**src/rtl/xbar_pkg.sv**
```systemverilog
// Shared definitions for the crossbar response path: data width,
// command encodings and the {master, cmd} tag carried per request.
package xbar_pkg;

  localparam int DATA_W = 32;

  localparam logic CMD_READ  = 1'b0;
  localparam logic CMD_WRITE = 1'b1;

  typedef struct packed {
    logic master;
    logic cmd;
  } tag_t;

  localparam int TAG_W = $bits(tag_t);

endpackage

```
**src/rtl/tag_fifo.sv**
```systemverilog
// In-order tag FIFO with show-ahead read; the caller guarantees it never
// pushes into a full FIFO without a same-cycle pop, nor pops when empty.
module tag_fifo #(
  parameter int DEPTH = 4,
  parameter int TAG_W = 2
) (
  input  logic                     clk,
  input  logic                     rst,
  input  logic                     i_push,
  input  logic                     i_pop,
  input  logic [TAG_W-1:0]         i_wtag,
  output logic [TAG_W-1:0]         o_rtag,
  output logic                     o_full,
  output logic                     o_empty,
  output logic [$clog2(DEPTH):0]   o_count
);

  localparam int AW = $clog2(DEPTH);
  localparam int CW = AW + 1;

  logic [TAG_W-1:0] r_mem [DEPTH];
  logic [AW-1:0]    r_wptr;
  logic [AW-1:0]    r_rptr;
  logic [CW-1:0]    r_count;

  // Pointers wrap naturally because DEPTH is a power of two.
  always_ff @(posedge clk or posedge rst) begin
    if (rst) begin
      r_wptr  <= '0;
      r_rptr  <= '0;
      r_count <= '0;
    end else begin
      if (i_push) r_wptr <= r_wptr + 1'b1;
      if (i_pop)  r_rptr <= r_rptr + 1'b1;
      case ({i_push, i_pop})
        2'b10:   r_count <= r_count + 1'b1;
        2'b01:   r_count <= r_count - 1'b1;
        default: r_count <= r_count;
      endcase
    end
  end

  always_ff @(posedge clk) begin
    if (i_push) r_mem[r_wptr] <= i_wtag;
  end

  assign o_rtag  = r_mem[r_rptr];
  assign o_full  = (r_count == CW'(DEPTH));
  assign o_empty = (r_count == '0);
  assign o_count = r_count;

endmodule

```
**src/rtl/xbar_resp_router.sv**
```systemverilog
// Per-slave response router: remembers who issued each request and steers
// the in-order slave responses back to master 0 or master 1.
module xbar_resp_router
  import xbar_pkg::*;
#(
  parameter int DEPTH  = 4,
  parameter int DATA_W = xbar_pkg::DATA_W
) (
  input  logic                    clk,
  input  logic                    rst,
  input  logic                    req_fire,
  input  logic                    req_master,
  input  logic                    req_cmd,
  input  logic                    slave_resp,
  input  logic [DATA_W-1:0]       slave_rdata,
  output logic                    resp0,
  output logic                    resp1,
  output logic [DATA_W-1:0]       rdata0,
  output logic [DATA_W-1:0]       rdata1,
  output logic                    stall,
  output logic [$clog2(DEPTH):0]  outstanding,
  output logic                    proto_err
);

  tag_t                   w_new_tag;
  tag_t                   w_head;
  logic                   w_full;
  logic                   w_empty;
  logic [$clog2(DEPTH):0] w_count;
  logic                   w_pop_ok;
  logic                   w_push_ok;
  logic                   w_drop;
  logic [DATA_W-1:0]      w_resp_data;

  logic                   r_resp0;
  logic                   r_resp1;
  logic [DATA_W-1:0]      r_rdata0;
  logic [DATA_W-1:0]      r_rdata1;
  logic                   r_proto_err;

  assign w_new_tag.master = req_master;
  assign w_new_tag.cmd    = req_cmd;

  // A pop frees a slot in the same cycle, so a full FIFO can still take a push.
  assign w_pop_ok  = slave_resp & ~w_empty;
  assign w_push_ok = req_fire & (~w_full | w_pop_ok);
  assign w_drop    = (req_fire & w_full & ~w_pop_ok) | (slave_resp & w_empty);

  assign w_resp_data = (w_head.cmd == CMD_READ) ? slave_rdata : '0;

  tag_fifo #(
    .DEPTH (DEPTH),
    .TAG_W (TAG_W)
  ) u_tag_fifo (
    .clk     (clk),
    .rst     (rst),
    .i_push  (w_push_ok),
    .i_pop   (w_pop_ok),
    .i_wtag  (w_new_tag),
    .o_rtag  (w_head),
    .o_full  (w_full),
    .o_empty (w_empty),
    .o_count (w_count)
  );

  always_ff @(posedge clk or posedge rst) begin
    if (rst) begin
      r_resp0     <= 1'b0;
      r_resp1     <= 1'b0;
      r_rdata0    <= '0;
      r_rdata1    <= '0;
      r_proto_err <= 1'b0;
    end else begin
      r_resp0 <= w_pop_ok & ~w_head.master;
      r_resp1 <= w_pop_ok &  w_head.master;
      if (w_pop_ok) begin
        if (w_head.master) r_rdata1 <= w_resp_data;
        else               r_rdata0 <= w_resp_data;
      end
      if (w_drop) r_proto_err <= 1'b1;
    end
  end

  assign resp0       = r_resp0;
  assign resp1       = r_resp1;
  assign rdata0      = r_rdata0;
  assign rdata1      = r_rdata1;
  assign proto_err   = r_proto_err;
  assign outstanding = w_count;
  assign stall       = w_full;

endmodule

```
**config.mk**
```make
export PLATFORM = sky130hd
export DESIGN_NAME = xbar_resp_router
export DESIGN_NICKNAME = d
export VERILOG_FILES = /design/src/rtl/xbar_pkg.sv /design/src/rtl/tag_fifo.sv /design/src/rtl/xbar_resp_router.sv
export SDC_FILE = /design/constraint.sdc
export NUM_CORES = 1
export LEC_CHECK = 0
export BUFFER_PORTS_ARGS = -buffer_cell sky130_fd_sc_hd__buf_2
export CAP_MARGIN = 10
export CORE_MARGIN = 1.5
export CORE_UTILIZATION = 30
export DETAILED_ROUTE_END_ITERATION = 10
export PLACE_DENSITY_LB_ADDON = 0.05
export SLEW_MARGIN = 20
export SYNTH_ARGS = -nofsm -noshare
export SYNTH_HDL_FRONTEND = slang
export SYNTH_SLANG_ARGS = --single-unit
```
**constraint.sdc**
```tcl
create_clock -name clk -period 3.1 [get_ports clk]
set_clock_uncertainty 0.05 [all_clocks]
set_input_delay 0.62 -clock clk [delete_from_list [all_inputs] [get_ports clk]]
set_output_delay 0.62 -clock clk [all_outputs]
set_load 0.01 [all_outputs]
```
Yosys cells after proc, flatten, opt, wreduce, memory -nomap -nowiden
Memory sizes are Yosys's and may differ from the RTL's.
Index checks and enable logic that the tools add are counted.
{ "classes": {"n_reduce_logical": 4, "n_eq_ne": 3, "add_sub_neg": 4, "n_mux": 4, "n_bitwise": 13} }
{ "ops": {"columns": ["op", "count"], "rows": [
  ["$mux W32", 1],
  ["$and A1 B1 Y1", 7],
  ["$pmux W3 S2", 1],
  ["$add A2 B1 Y2 const B", 2],
  ["$not A1 Y1", 4],
  ["$reduce_and A2 Y1", 2],
  ["$add A3 B1 Y3 const B", 1],
  ["$eq A3 B3 Y1 const B", 1],
  ["$logic_not A3 Y1", 1],
  ["$sub A3 B1 Y3 const B", 1],
  ["$eq A2 B1 Y1 const B", 1],
  ["$eq A2 B2 Y1 const B", 1],
  ["$mux W1", 2],
  ["$or A1 B1 Y1", 2],
  ["$reduce_bool A2 Y1", 1]
]} }
{ "word_totals": {"mem_bits_rw": 8, "output_inout_bits": 71, "elab_cells": 37, "n_memories": 1, "reg_bits": 74, "in_bits": 38} }
{ "memory_table": {"columns": ["memory", "depth", "width", "read_ports", "rd_ports_with_merged_regs", "wr", "line", "rtl"], "rows": [
  ["u_tag_fifo.r_mem", 4, 2, 1, 0, 1, "tag_fifo.sv:21", "logic [TAG_W-1:0] r_mem [DEPTH];"]
]} }

Logic depth before layout (Yosys ltp)
{ "logic_depth": {"ltp_word": 7, "ltp_mapped": 9, "depth_no_buf": 9} }

Hierarchy
From an unflattened synthesis, not the netlist that was laid out.
{ "hier_totals": {"cells_unflattened": 229, "area_unflattened_um2": 3584.7} }
{ "by_module_without_submodules": {"columns": ["module", "cells_each", "area_each_um2", "n_inst", "seq_area_each_um2"], "rows": [
  ["xbar_resp_router", 181, 2894.0, 1, 1676.6],
  ["tag_fifo", 48, 690.7, 1, 415.4]
]} }

Least setup slack after synthesis
OpenSTA, ideal clock, no wires.
{ "synth_path": {"path_kind": "register -> register", "from": "reg u_tag_fifo.r_count[0], in the netlist u_tag_fifo.o_count[0]", "to": "reg u_tag_fifo.r_count[2], in the netlist u_tag_fifo.o_count[2]", "n_path_buf": 0, "setup_slack_ps": 801, "stages_incl_launch_ff": 10, "required_time_ps": 2971, "setup_time_ps": 79, "period_less_slack_ps": 2299, "arrival_ps": 2170, "cell_sequence": "dfrtp_1 -> or3b_2 -> o21a_1 -> inv_1 -> ha_1 -> inv_1 -> fa_1 -> xor2_1 -> nor2_1 -> xor2_1"} }
{ "synth_between": {"elab_chain_len": 7, "word_cells_on_any_way": 13, "classes_between": "2 x add/sub; 3 x eq/ne; 1 x mux; 5 x bitwise; 2 x reduce/logical"} }
{ "synth_lines": {"columns": ["item", "line", "rtl"], "rows": [
  ["start, declared", "tag_fifo.sv:24", "logic [CW-1:0] r_count;"],
  ["start signal, assigned", "tag_fifo.sv:36", "2'b10: r_count <= r_count + 1'b1;"],
  ["start signal, assigned", "tag_fifo.sv:37", "2'b01: r_count <= r_count - 1'b1;"],
  ["start signal, assigned", "tag_fifo.sv:38", "default: r_count <= r_count;"],
  ["$logic_not A3 Y1", "tag_fifo.sv:49", "assign o_empty = (r_count == '0);"],
  ["$not A1 Y1", "xbar_resp_router.sv:45", "assign w_pop_ok = slave_resp & ~w_empty;"],
  ["$and A1 B1 Y1", "xbar_resp_router.sv:45", null],
  ["$or A1 B1 Y1", "xbar_resp_router.sv:46", "assign w_push_ok = req_fire & (~w_full | w_pop_ok);"],
  ["$and A1 B1 Y1", "xbar_resp_router.sv:46", null],
  ["$eq A2 B1 Y1 / $eq A2 B2 Y1 (equally long branches)", "tag_fifo.sv:35", "case ({i_push, i_pop})"],
  ["$pmux W3 S2 / $reduce_bool A2 Y1 (equally long branches)", null, null]
]} }
Parallel ways exist; a longest one is shown, timed or not.
A chain may end at the register's enable or synchronous reset.

Worst setup path after layout
Ends and elaborated chain as after synthesis.

==> flow_summary.ini <==
[clock_network]
htreeDepth = 3
clk_pin_slew_ns = 0.06
clockRootBuffer = clkbuf_16
holdBufCountCts = 0
ctsResizeCount = 0
cts_buffers = 9
clk_latency_ns = 0.33
cts_setup_buffers = 0
cts_tree = yes
numClockSinks = 82
clk_path_buf_depth = 2

[setup_path]
r2r-start = u_tag_fifo.o_count[0]
r2r_cells = 9
critPathTopFamily = simple AND/OR/NAND/NOR gates
crit_chain = or3b_2 > o21a_1 > inv_1 > ha_1 > inv_1 > fa_1 > xor2_1 > nor2_1 > xor2_1
reg2reg_to = u_tag_fifo.o_count[2]
path_class = reg2reg
cpMaxStageDelayCell = or3b_2
worstPathArrival_ns = 2.63
slowest_delay_ns = 0.49
cp-start-kind = flip-flop
required_ns = 3.31
critPathCaptureType = flip-flop
crit_buf_inv = 2
reg2reg_slack_ns = 0.68
cp_max_fo = 7

[finish]
final_cells = 488
diodes = 0
syn_to_final_growth_pct = 26.8
most-common-layout-cells = 108 x buf_2, 74 x dfrtp_1, 32 x mux2_2
seqCellArea_mm2 = 0.00209
n_fill_cell = 1104
num-nets-final = 385
design_area_mm2 = 0.00451
drive_above_1_share_pct = 56.2
fin_util_pct = 39.2
multi_input_area_mm2 = 0.00132
final_common_cell = buf_2

[placed_design]
place_area_mm2 = 0.00424
dp_slack_ns = 0.717
finalWeightedCongestion = 0.724
io_buffer_count = 108
dpl.cell_count = 473
hpwl_um = 5140

[synth]
yosysTopAreaCellShare_pct = 52.0
synthTopCellsByArea = dfrtp_1 52%, mux2_4 12%, mux2_2 10%
syn_inst = 227
ys_seq_area_share_pct = 58.8
syn_area_mm2 = 0.00356
synth_cell_types = 28
syn_area_per_cell_um2 = 15.7
yosys_warnings = 0
synth-seq-cells = 82
syn-num-nets = 271
yosys.area.top_type = dfrtp_1

[power]
cellPowerDensity_mw_per_mm2 = 1020
vdd_drop_max_mv = 0.499
p_leak_nw = 2.31
power_mw = 4.62

[run]
cap_violations = 0

[floorplanning]
start_util_pct = 30.9
fp-row-count = 39
dieWidth_um = 112
core-area_mm2 = 0.0115
ioPinCount = 109
die_y_um = 112
dieArea_mm2 = 0.0125

[global_routing]
grt_pass1_vias = 2217
grt_pass1_wl_um = 12200
gr-usage-all-layers_pct = 13.0
grt_max_degree = 34
overflow = 0
antenna_found_initial = 1

[sta]
tightest_slew_ns = 0.411
min_period_ns = 2.42
fin_crit_sh_pct = 78.1
setup_viol = 0
drv_slew = 0
max_clock_freq_ghz = 0.413
whs_ns = 0.206
slew_headroom_pct = 72.6
layout_setup_ws_ns = 0.680
tns_ns = 0
finalHoldViolCount = 0
grt_setup_unrepaired = no

[routing]
dr.pass1.iters = 7
drt_drc_violations_left = 9
vias = 2109
drt_iter0_markers = 59
post_drt_wl_per_cell_um = 15.5
drt_wl_total_um = 7580
ant_nets = 0
viasPerCell = 4.32

[outcome]
violations = design-rule violations
status = finished with violations

[hold_path]
hold_class = in2async
==> cells in the mapped netlist <==
cell and instances:
dfrtp_1 74, mux2_2 32, nor2b_1 30, mux2_4 29
inv_1 9, edfxtp_1 8, ha_1 5, and2_1 4
buf_2 4, mux2_1 4, buf_12 3, buf_4 3
xnor2_1 3, xor2_1 3, and2b_1 2, mux4_2 2
a21oi_1 1, buf_6 1, fa_1 1, mux2i_1 1
nand2_1 1, nand2_2 1, nor2_1 1, nor2b_2 1
o21a_1 1, o21bai_1 1, o31a_1 1, or3b_2 1
==> state kept, by name (all words and copies together), names as in the netlist <==
register / cells
u_tag_fifo.o_count: 3
resp0: 1
u_tag_fifo.r_wptr: 2
rdata1: 32
rdata0: 32
resp1: 1
u_tag_fifo.r_rptr: 2
u_tag_fifo.r_mem: 8
proto_err: 1
==> power by group <==
part	internal, mW	switching (mW)	total (mW)
logic	1.00	0.916	1.92
registers	1.49	0.212	1.71
clock network	0.581	0.412	0.993
==> layer usage <==
layer / wire [µm] / GRT usage [%] / share of wire [%] / vias to the layer above
met1: 3520 / 17.2 / 46 / 1028
met2: 3300 / 18.9 / 43 / 71
li1: - / - / - / 996
met3: 581 / 4.08 / 7.7 / 14
met5: 0 / 0 / 0 / -
met4: 186 / 7.44 / 2.5 / 0
==> cell families after synthesis <==
kind of cell | share of synthesized area [%]
xor+xnor | 1.48
mux | 25.2
flops | 58.8
simple gates | 7.28
buf+inv | 4.15
fa+ha+maj | 2.32
compound gates | 0.809
==> area by class of cell <==
class                   instances  share of cell area (%)
flip-flops and latches         82                    46.4
multi-input cells             125                    29.3
repair buffers                114                    13.5
clock buffers                  13                    5.77
well taps                     143                    3.96
inverters                       9                   0.776
clock inverters                 2                   0.277
==> worst max-delay path by stage <==
| stage | from | to | slack, ns | cells after the start |
|---|---|---|---|---|
| after floorplan | rst | proto_err | 0.55 | 1 |
| after global placement | u_tag_fifo.o_count[0] | u_tag_fifo.o_count[2] | 0.77 | 9 |
| after detailed placement | u_tag_fifo.o_count[0] | u_tag_fifo.o_count[2] | 0.72 | 9 |
| after CTS | u_tag_fifo.o_count[0] | u_tag_fifo.o_count[2] | 0.66 | 9 |
| after global routing | u_tag_fifo.o_count[0] | u_tag_fifo.o_count[2] | 0.52 | 9 |
| final | u_tag_fifo.o_count[0] | u_tag_fifo.o_count[2] | 0.68 | 9 |
Power figures use the tool's default switching activity.
